[src/rtl/writeback_unit_if.sv]
// Writeback bus: groups the execute-side request, the data memory response,
// the register-file write port and the status outputs of writeback_unit.
//   master : execute / memory / register-file side (drives requests and
//            memory responses, observes the write port and status)
//   slave  : writeback_unit itself
interface writeback_unit_if #(
  parameter int WORD_SIZE = 32,
  parameter int RETIRE_W  = 32,
  parameter int LSB_W     = $clog2(WORD_SIZE/8)
);
  logic                 in_valid;
  logic                 in_ready;
  logic [1:0]           wb_sel;
  logic [WORD_SIZE-1:0] alu_result;
  logic [WORD_SIZE-1:0] pc_plus4;
  logic [WORD_SIZE-1:0] imm;
  logic [1:0]           load_size;
  logic                 load_unsigned;
  logic [LSB_W-1:0]     addr_low;
  logic [4:0]           reg_dest_in;
  logic                 write_enable_in;
  logic [WORD_SIZE-1:0] mem_rdata;
  logic                 mem_rvalid;
  logic                 flush;
  logic [WORD_SIZE-1:0] write_data;
  logic [4:0]           write_addr;
  logic                 write_enable_out;
  logic                 busy;
  logic [RETIRE_W-1:0]  retire_count;

  modport master (
    output in_valid, wb_sel, alu_result, pc_plus4, imm, load_size,
           load_unsigned, addr_low, reg_dest_in, write_enable_in,
           mem_rdata, mem_rvalid, flush,
    input  in_ready, write_data, write_addr, write_enable_out, busy,
           retire_count
  );

  modport slave (
    input  in_valid, wb_sel, alu_result, pc_plus4, imm, load_size,
           load_unsigned, addr_low, reg_dest_in, write_enable_in,
           mem_rdata, mem_rvalid, flush,
    output in_ready, write_data, write_addr, write_enable_out, busy,
           retire_count
  );
endinterface

[src/rtl/writeback_unit.sv]
// writeback_unit: selects the writeback source (ALU, load, PC+4, immediate),
// aligns and extends load data, and drives one registered register-file
// write port. Loads park in WAIT_LOAD until the memory response arrives.
// Ports:
//   clock   rising-edge clock
//   reset_n synchronous active-low reset
//   bus     writeback_unit_if.slave (request, memory response, write port,
//           busy and retire_count status)
module writeback_unit #(
  parameter int WORD_SIZE = 32,
  parameter int RETIRE_W  = 32,
  parameter int LSB_W     = $clog2(WORD_SIZE/8)
) (
  input  logic             clock,
  input  logic             reset_n,
  writeback_unit_if.slave  bus
);

  typedef enum logic {IDLE, WAIT_LOAD} state_t;

  localparam logic [1:0] SEL_ALU  = 2'd0;
  localparam logic [1:0] SEL_LOAD = 2'd1;
  localparam logic [1:0] SEL_PC4  = 2'd2;

  state_t               state;
  logic [WORD_SIZE-1:0] wr_data_p1;
  logic [4:0]           wr_addr_p1;
  logic                 vld_p1;
  logic [RETIRE_W-1:0]  retire_p1;

  logic [4:0]           pend_rd;
  logic                 pend_we;
  logic [1:0]           pend_size;
  logic                 pend_uns;
  logic [LSB_W-1:0]     pend_off;

  logic                 accept;
  logic [WORD_SIZE-1:0] src_data;

  // Shift the addressed field down to bit 0, then sign- or zero-extend it.
  // Offsets are forced to the natural alignment of the access size; double
  // (and word at 32 bits, where the offset mask leaves zero) takes the
  // whole response word.
  function automatic logic [WORD_SIZE-1:0] align_extend(
    input logic [WORD_SIZE-1:0] rdata,
    input logic [1:0]           size,
    input logic                 uns,
    input logic [LSB_W-1:0]     off
  );
    logic [LSB_W-1:0]     o;
    logic [WORD_SIZE-1:0] shifted;
    logic [WORD_SIZE-1:0] res;
    logic signed [7:0]    b;
    logic signed [15:0]   h;
    logic signed [31:0]   w;
    case (size)
      2'd0:    o = off;
      2'd1:    o = off & ~LSB_W'(1);
      2'd2:    o = off & ~LSB_W'(3);
      default: o = '0;
    endcase
    shifted = rdata >> {o, 3'b000};
    b = shifted[7:0];
    h = shifted[15:0];
    w = shifted[31:0];
    case (size)
      2'd0:    res = uns ? WORD_SIZE'(shifted[7:0])  : WORD_SIZE'(b);
      2'd1:    res = uns ? WORD_SIZE'(shifted[15:0]) : WORD_SIZE'(h);
      2'd2:    res = uns ? WORD_SIZE'(shifted[31:0]) : WORD_SIZE'(w);
      default: res = (WORD_SIZE == 64) ? shifted
                     : (uns ? WORD_SIZE'(shifted[31:0]) : WORD_SIZE'(w));
    endcase
    return res;
  endfunction

  assign accept = (state == IDLE) && bus.in_valid && !bus.flush;

  always_comb begin
    case (bus.wb_sel)
      SEL_ALU: src_data = bus.alu_result;
      SEL_PC4: src_data = bus.pc_plus4;
      2'd3:    src_data = bus.imm;
      default: src_data = bus.alu_result;
    endcase
  end

  // ---- p0 -> p1: write port, retirement and load-wait state ----
  always_ff @(posedge clock) begin
    if (!reset_n) begin
      state      <= IDLE;
      wr_data_p1 <= '0;
      wr_addr_p1 <= '0;
      vld_p1     <= 1'b0;
      retire_p1  <= '0;
    end else begin
      vld_p1 <= 1'b0;
      case (state)
        IDLE: begin
          if (accept) begin
            if (bus.wb_sel == SEL_LOAD) begin
              state <= WAIT_LOAD;
            end else begin
              wr_data_p1 <= src_data;
              wr_addr_p1 <= bus.reg_dest_in;
              vld_p1     <= bus.write_enable_in && (bus.reg_dest_in != 5'd0);
              retire_p1  <= retire_p1 + 1'b1;
            end
          end
        end
        WAIT_LOAD: begin
          // flush wins over a same-cycle response: the load is dropped.
          if (bus.flush) begin
            state <= IDLE;
          end else if (bus.mem_rvalid) begin
            wr_data_p1 <= align_extend(bus.mem_rdata, pend_size, pend_uns, pend_off);
            wr_addr_p1 <= pend_rd;
            vld_p1     <= pend_we && (pend_rd != 5'd0);
            retire_p1  <= retire_p1 + 1'b1;
            state      <= IDLE;
          end
        end
        default: state <= IDLE;
      endcase
    end
  end

  // Load attributes captured at accept; only meaningful in WAIT_LOAD.
  always_ff @(posedge clock) begin
    if (accept && (bus.wb_sel == SEL_LOAD)) begin
      pend_rd   <= bus.reg_dest_in;
      pend_we   <= bus.write_enable_in;
      pend_size <= bus.load_size;
      pend_uns  <= bus.load_unsigned;
      pend_off  <= bus.addr_low;
    end
  end

  assign bus.in_ready         = (state == IDLE) && !bus.flush;
  assign bus.busy             = (state == WAIT_LOAD);
  assign bus.write_data       = wr_data_p1;
  assign bus.write_addr       = wr_addr_p1;
  assign bus.write_enable_out = vld_p1;
  assign bus.retire_count     = retire_p1;

endmodule
[src/flat_wrapper.sv]
// flat-port wrapper written by rule: the top's interface ports become plain ports
module writeback_unit_flat 
#(
  parameter int WORD_SIZE = 32,
  parameter int RETIRE_W  = 32,
  parameter int LSB_W     = $clog2(WORD_SIZE/8)
)
  (clock, reset_n, bus_in_valid, bus_wb_sel, bus_alu_result, bus_pc_plus4, bus_imm, bus_load_size, bus_load_unsigned, bus_addr_low, bus_reg_dest_in, bus_write_enable_in, bus_mem_rdata, bus_mem_rvalid, bus_flush, bus_in_ready, bus_write_data, bus_write_addr, bus_write_enable_out, bus_busy, bus_retire_count);
  writeback_unit_if #(.WORD_SIZE(WORD_SIZE), .RETIRE_W(RETIRE_W), .LSB_W(LSB_W)) bus_i ();
  input  logic clock;
  input  logic reset_n;
  input wire logic [$bits(bus_i.in_valid)-1:0] bus_in_valid;
  input wire logic [$bits(bus_i.wb_sel)-1:0] bus_wb_sel;
  input wire logic [$bits(bus_i.alu_result)-1:0] bus_alu_result;
  input wire logic [$bits(bus_i.pc_plus4)-1:0] bus_pc_plus4;
  input wire logic [$bits(bus_i.imm)-1:0] bus_imm;
  input wire logic [$bits(bus_i.load_size)-1:0] bus_load_size;
  input wire logic [$bits(bus_i.load_unsigned)-1:0] bus_load_unsigned;
  input wire logic [$bits(bus_i.addr_low)-1:0] bus_addr_low;
  input wire logic [$bits(bus_i.reg_dest_in)-1:0] bus_reg_dest_in;
  input wire logic [$bits(bus_i.write_enable_in)-1:0] bus_write_enable_in;
  input wire logic [$bits(bus_i.mem_rdata)-1:0] bus_mem_rdata;
  input wire logic [$bits(bus_i.mem_rvalid)-1:0] bus_mem_rvalid;
  input wire logic [$bits(bus_i.flush)-1:0] bus_flush;
  output wire logic [$bits(bus_i.in_ready)-1:0] bus_in_ready;
  output wire logic [$bits(bus_i.write_data)-1:0] bus_write_data;
  output wire logic [$bits(bus_i.write_addr)-1:0] bus_write_addr;
  output wire logic [$bits(bus_i.write_enable_out)-1:0] bus_write_enable_out;
  output wire logic [$bits(bus_i.busy)-1:0] bus_busy;
  output wire logic [$bits(bus_i.retire_count)-1:0] bus_retire_count;
  assign bus_i.in_valid = bus_in_valid;
  assign bus_i.wb_sel = bus_wb_sel;
  assign bus_i.alu_result = bus_alu_result;
  assign bus_i.pc_plus4 = bus_pc_plus4;
  assign bus_i.imm = bus_imm;
  assign bus_i.load_size = bus_load_size;
  assign bus_i.load_unsigned = bus_load_unsigned;
  assign bus_i.addr_low = bus_addr_low;
  assign bus_i.reg_dest_in = bus_reg_dest_in;
  assign bus_i.write_enable_in = bus_write_enable_in;
  assign bus_i.mem_rdata = bus_mem_rdata;
  assign bus_i.mem_rvalid = bus_mem_rvalid;
  assign bus_i.flush = bus_flush;
  assign bus_in_ready = bus_i.in_ready;
  assign bus_write_data = bus_i.write_data;
  assign bus_write_addr = bus_i.write_addr;
  assign bus_write_enable_out = bus_i.write_enable_out;
  assign bus_busy = bus_i.busy;
  assign bus_retire_count = bus_i.retire_count;
  writeback_unit #(.WORD_SIZE(WORD_SIZE), .RETIRE_W(RETIRE_W), .LSB_W(LSB_W)) u_core (.clock(clock), .reset_n(reset_n), .bus(bus_i));
endmodule
[config.mk]
export PLATFORM = sky130hd
export DESIGN_NAME = writeback_unit_flat
export DESIGN_NICKNAME = d
export VERILOG_FILES = /design/src/rtl/writeback_unit_if.sv /design/src/rtl/writeback_unit.sv /design/src/flat_wrapper.sv
export SDC_FILE = /design/constraint.sdc
export NUM_CORES = 1
export LEC_CHECK = 0
export ABC_CLOCK_PERIOD_IN_PS = 2300
export CORE_UTILIZATION = 58
export CTS_BUF_LIST = sky130_fd_sc_hd__clkbuf_16
export DETAILED_ROUTE_END_ITERATION = 12
export DONT_BUFFER_PORTS = 1
export PLACE_DENSITY = 0.83
export SKIP_CTS_REPAIR_TIMING = 1
export SLEW_MARGIN = 30
export SYNTH_ARGS = -nofsm -noshare
export SYNTH_HDL_FRONTEND = slang
export SYNTH_SLANG_ARGS = --single-unit
[constraint.sdc]
create_clock -name clock -period 2.3 [get_ports clock]
set_input_delay 0.46 -clock clock [delete_from_list [all_inputs] [get_ports clock]]
set_output_delay 0.46 -clock clock [all_outputs]
set_load 0.03 [all_outputs]
# Word level (Yosys, flattened, before mapping)
# Index checks and enable logic that the tools add are counted.
# totals
latchBits,0
word_cells,66
reg_bits,82
mem_count,0
romBits,0
mem_bits_rw,0
output_inout_bits,72
# classes
mul,0
order_cmp,0
n_eq_ne,8
n_div,0
n_mux,34
n_shift,1
bitwise_logic,1
addsub,1
n_reduce_logical,11
# op_table
operator,n
$mux W32,10
$pmux W32 S2,4
$add A32 B1 Y32 const B,1
$shr A32 B5 Y32,1
$mux W5,4
$pmux W5 S2,1
$reduce_bool A5 Y1,2
$mux W1,8
$mux W2,4
$logic_and A1 B1 Y1,6
$ne A2 B2 Y1 const B,3
$eq A2 B1 Y1 const B,2
$eq A2 B2 Y1 const B,2
$pmux W1 S2,2
$pmux W2 S2,1
$reduce_and A4 Y1,1
$logic_not A2 Y1,1
$ne A2 B1 Y1 const B,1
$logic_not A1 Y1,1
$not A1 Y1,1

# Depth between registers and ports, before layout
# logic_depth
ltp_word,12
depth_mapped,7
ltp_nobuf,6

# Least setup slack after synthesis
# No wires, ideal clock.
# synth_path
path_type,input-to-reg
startpoint,in bus_wb_sel[0]
endpoint,reg u_core.pend_off[0] (enable)
path_stages,5
setup_slack_ps,-162
path_buffers,3
setup_time_ps,393
arrival_ps,2069
cell_sequence,buf_2 -> buf_2 -> buf_2 -> nand3b_1 -> nor3_1
# synth_via
elab_chain_cells,2
# synth_lines
element,line,source
start: declaration,flat_wrapper.sv:13,input wire logic [$bits(bus_i.wb_sel)-1:0] bus_wb_sel;
$eq A2 B1 Y1,writeback_unit.sv:129,if (accept && (bus.wb_sel == SEL_LOAD)) begin
$logic_and A1 B1 Y1,writeback_unit.sv:129,
end signal: assignment,writeback_unit.sv:134,pend_off <= bus.addr_low;
end: declaration,writeback_unit.sv:35,logic [LSB_W-1:0] pend_off;
# Every way passes these cells.
# A chain may end at the register's enable or synchronous reset.

# Final worst setup path
# layout_path
startpoint,reg u_core.retire_p1[5] (netlist: u_core.bus.retire_count[5])
endpoint,reg u_core.retire_p1[27] (netlist: u_core.bus.retire_count[27])
# layout_via
elab_chain_cells,4
# layout_lines
element,line,source
start: declaration,writeback_unit.sv:29,logic [RETIRE_W-1:0] retire_p1;
start signal: assignment,writeback_unit.sv:106,retire_p1 <= retire_p1 + 1'b1;
start signal: assignment,writeback_unit.sv:118,retire_p1 <= retire_p1 + 1'b1;
$add A32 B1 Y32 (*),"writeback_unit.sv:106, writeback_unit.sv:118",
"$mux W32, on equally long branches","writeback_unit.sv:114, writeback_unit.sv:100",
"$mux W32, on equally long branches","writeback_unit.sv:112, writeback_unit.sv:99",
$pmux W32 S2 (*),writeback_unit.sv:97,case (state)
# Mark *: on every way between the ends. The rest lies on a longest branch, timed or not. The select of a mux whose other input is x is not followed.

==> results.md <==
* Via-to-Cell Ratio at 6.61
* Fin. Hold Viols at 0
* # DRC at 0
* HPWL Detailed at 10100 µm
* Max Slew Vio Count at 0
* F_max at 471 MHz
* Clock share of power at 0.412
* R2r setup slk at 180 ps
* Pwr dens at 605 nW/µm²
* Die height at 93.1 µm
* DRT iter0 DRCs at 342
* Clock Sinks at 82
* # fillers at 630
* Crit path time final at 2120 ps
* Clock root buffer: clkbuf_16
* IO buf count at 0
* Initial Utilization at 0.610
* N_diodes at 0
* CTS tree: done
* Antenna violations before repair at 0
* Placed cells at 662
* Asr flop ratio synth at 0
* TritonCTS Buffers at 9
* MaxCap Viol Count at 0
* Clock transition at the registers of the reported paths at 60 ps
* Share of total power in combinational logic at 0.088
* Crit path required time at 2560 ps
* Hold depth at 1
* Vias in the first global route at 4263
* FF-to-FF path depth at 5
* Clock skew at 9.42 ps
* Vias at 4482
* Most common cell after layout, fill and taps aside: dfxtp_1
* Sum Neg Setup Slack at 0 ps
* Seq pwr share at 0.500
* Worst Setup End Kind: flip-flop
* Post-synthesis cell count at 562
* Seq/Total Area, Yosys at 0.364
* Fin crit share at 0.922
* Kind of critical path: reg2reg
* WL/cell at 20.3 µm
* First-pass GRT wire length at 21200 µm
* Prevailing post-synth register cell: dfxtp_1
* Syn Nets at 709
* Area of the die at 8660 µm²
* Internal at 2.38 mW
* Leakage power at 2.17 nW
* Number of flops mapped to enable cells by yosys at 11
* Die width at 93.1 µm
* Synthesis-to-finish area growth at 11.9%
* Largest net degree at the start of global routing at 74
* Syn_area_per_cell at 8.56 µm²
* Clk_lat worst skew at 330 ps
* IR Drop Worst-Case VDD at 0.450 mV
* Syn. warnings at 0
* Final setup fails at 0
* Worst hold path class: in2reg
* Unique masters post-synth at 51
* Syn Std Cell Area at 4810 µm²
* Register area at 1750 µm²
* Core Box Area at 7890 µm²
* Tot GR Track Use at 0.314
* RSZ-0062 raised after global routing: false
* Layout cells sized above 1 at 0.139
* Area of the multi-input gates at 2860 µm²
* Sw Share at 0.268
* TritonRoute pass-1 iters at 5
* Synth Register Bits at 82
* GRT overflow at 0
* Non-Filler Instances at 678
* Final WL at 13800 µm
* Max clock buf depth at 2
* Commonest non-fill, non-tap cells in the layout: dfxtp_1, nand2_1, mux2i_1
* Antenna Violating Nets Remaining at 0
* Row count at 32
* Worst-path fanout max at 10
* GPL Wtd Cong at 0.972
* Critical Path AT at 2380 ps
* Switching Power at 0.873 mW
* Final core utilization at 0.682
* Setup crit start kind: flip-flop
* Slew margin rel. at 0.613
* Worst-Margin Slew at 579 ps
* Status: finished clean
* H-tree levels at 3
* Final nets at 718
* I/O Pins at 218
[critical path, stage by stage, from the launching register on]
cell and delay [ps]:
dfxtp_1 330, and4_1 320, nand2_1 160, or4b_4 580
or4_1 480, a21boi_1 170
[cell usage after synthesis (5+ instances only)]
cell       count  share of area
dfxtp_1       71           0.30
nand2_1       62          0.048
mux2i_1       41          0.085
a21oi_1       38          0.040
clkbuf_1      31          0.024
nor2_1        29          0.023
o21ai_0       26          0.027
and2_1        24          0.031
xor2_1        20          0.036
o221ai_1      17          0.031
nor3_1        14          0.015
nor4_1        13          0.017
edfxtp_1      11          0.069
inv_1         10         0.0078
a211oi_1       9          0.014
mux2_2         9          0.021
nor2b_1        9          0.012
o211ai_1       9          0.014
a21boi_0       8          0.012
nand4_1        8          0.010
a221o_1        7          0.015
buf_2          7         0.0073
nand3_1        7         0.0073
o2bb2ai_1      7          0.013
or4_1          7          0.011
o221a_2        6          0.014
a21boi_1       5         0.0078
nand2b_1       5         0.0065
nor3b_1        5         0.0078
o211a_1        5          0.010
[final timing paths]
check,to,startpoint
worst max-delay path,u_core.bus.retire_count[27],u_core.bus.retire_count[5]
worst max register to register,u_core.bus.retire_count[27],u_core.bus.retire_count[5]
worst min register to register,u_core.bus.retire_count[1],u_core.bus.retire_count[1]
worst min-delay path,u_core.bus.busy,bus_flush
[per-layer routing]
| layer | GRT usage | vias to the layer above | routed length [µm] |
|---|---|---|---|
| met3 | 0.0846 | 39 | 1230 |
| met4 | 0.141 | 0 | 437 |
| met1 | 0.379 | 2111 | 5450 |
| li1 | - | 2097 | - |
| met5 | 0 | - | 0 |
| met2 | 0.522 | 235 | 6640 |
[cell type report]
| cell class | count | area share |
|---|---|---|
| clock inverters | 7 | 0.0100 |
| flip-flops and latches | 82 | 0.326 |
| clock buffers | 9 | 0.0419 |
| inverters | 11 | 0.00767 |
| well taps | 102 | 0.0237 |
| multi-input cells | 426 | 0.532 |
| repair buffers | 41 | 0.0595 |
[stage by stage]
step | hold WS [ps] | setup slack [ps] | power (mW) | cell area, µm²
floorplan | 531 | 59.0 | 1.91 | 4820
global placement | 496 | 222 | 1.93 | 5100
detailed placement | 501 | 114 | 1.94 | 5100
CTS | 200 | 101 | 3.26 | 5380
global route | 196 | 66.5 | 3.36 | 5380
finish | 202 | 178 | 3.25 | 5380
[power by group through the flow]
| stage | clock network (mW) | registers (mW) | logic (mW) |
|---|---|---|---|
| final | 1.34 | 1.63 | 0.287 |
| after global routing | 1.41 | 1.63 | 0.318 |
| after CTS | 1.35 | 1.63 | 0.286 |
| after detailed placement | 0 | 1.66 | 0.284 |
| after global placement | 0 | 1.66 | 0.274 |
| after floorplan | 0 | 1.65 | 0.259 |
[cells by family (layout without fill, tap and decap cells)]
group	Yosys count	after routing	share of synthesized area
buf+inv	54	68	0.0447
xor+xnor	23	23	0.0419
simple gates	203	203	0.221
compound gates	149	149	0.220
flops	82	82	0.364
fa+ha+maj	1	1	0.00260
mux	50	50	0.106
[sequential cells by signal, indices dropped and copies added, names as in the netlist]
signal / flops
u_core.bus.busy: 1
u_core.pend_off: 2
u_core.pend_rd: 5
u_core.pend_we: 1
u_core.bus.write_enable_out: 1
u_core.bus.write_addr: 5
u_core.bus.write_data: 32
u_core.bus.retire_count: 32
u_core.pend_size: 2
u_core.pend_uns: 1
Note: power is estimated with default switching activity, not from simulation.
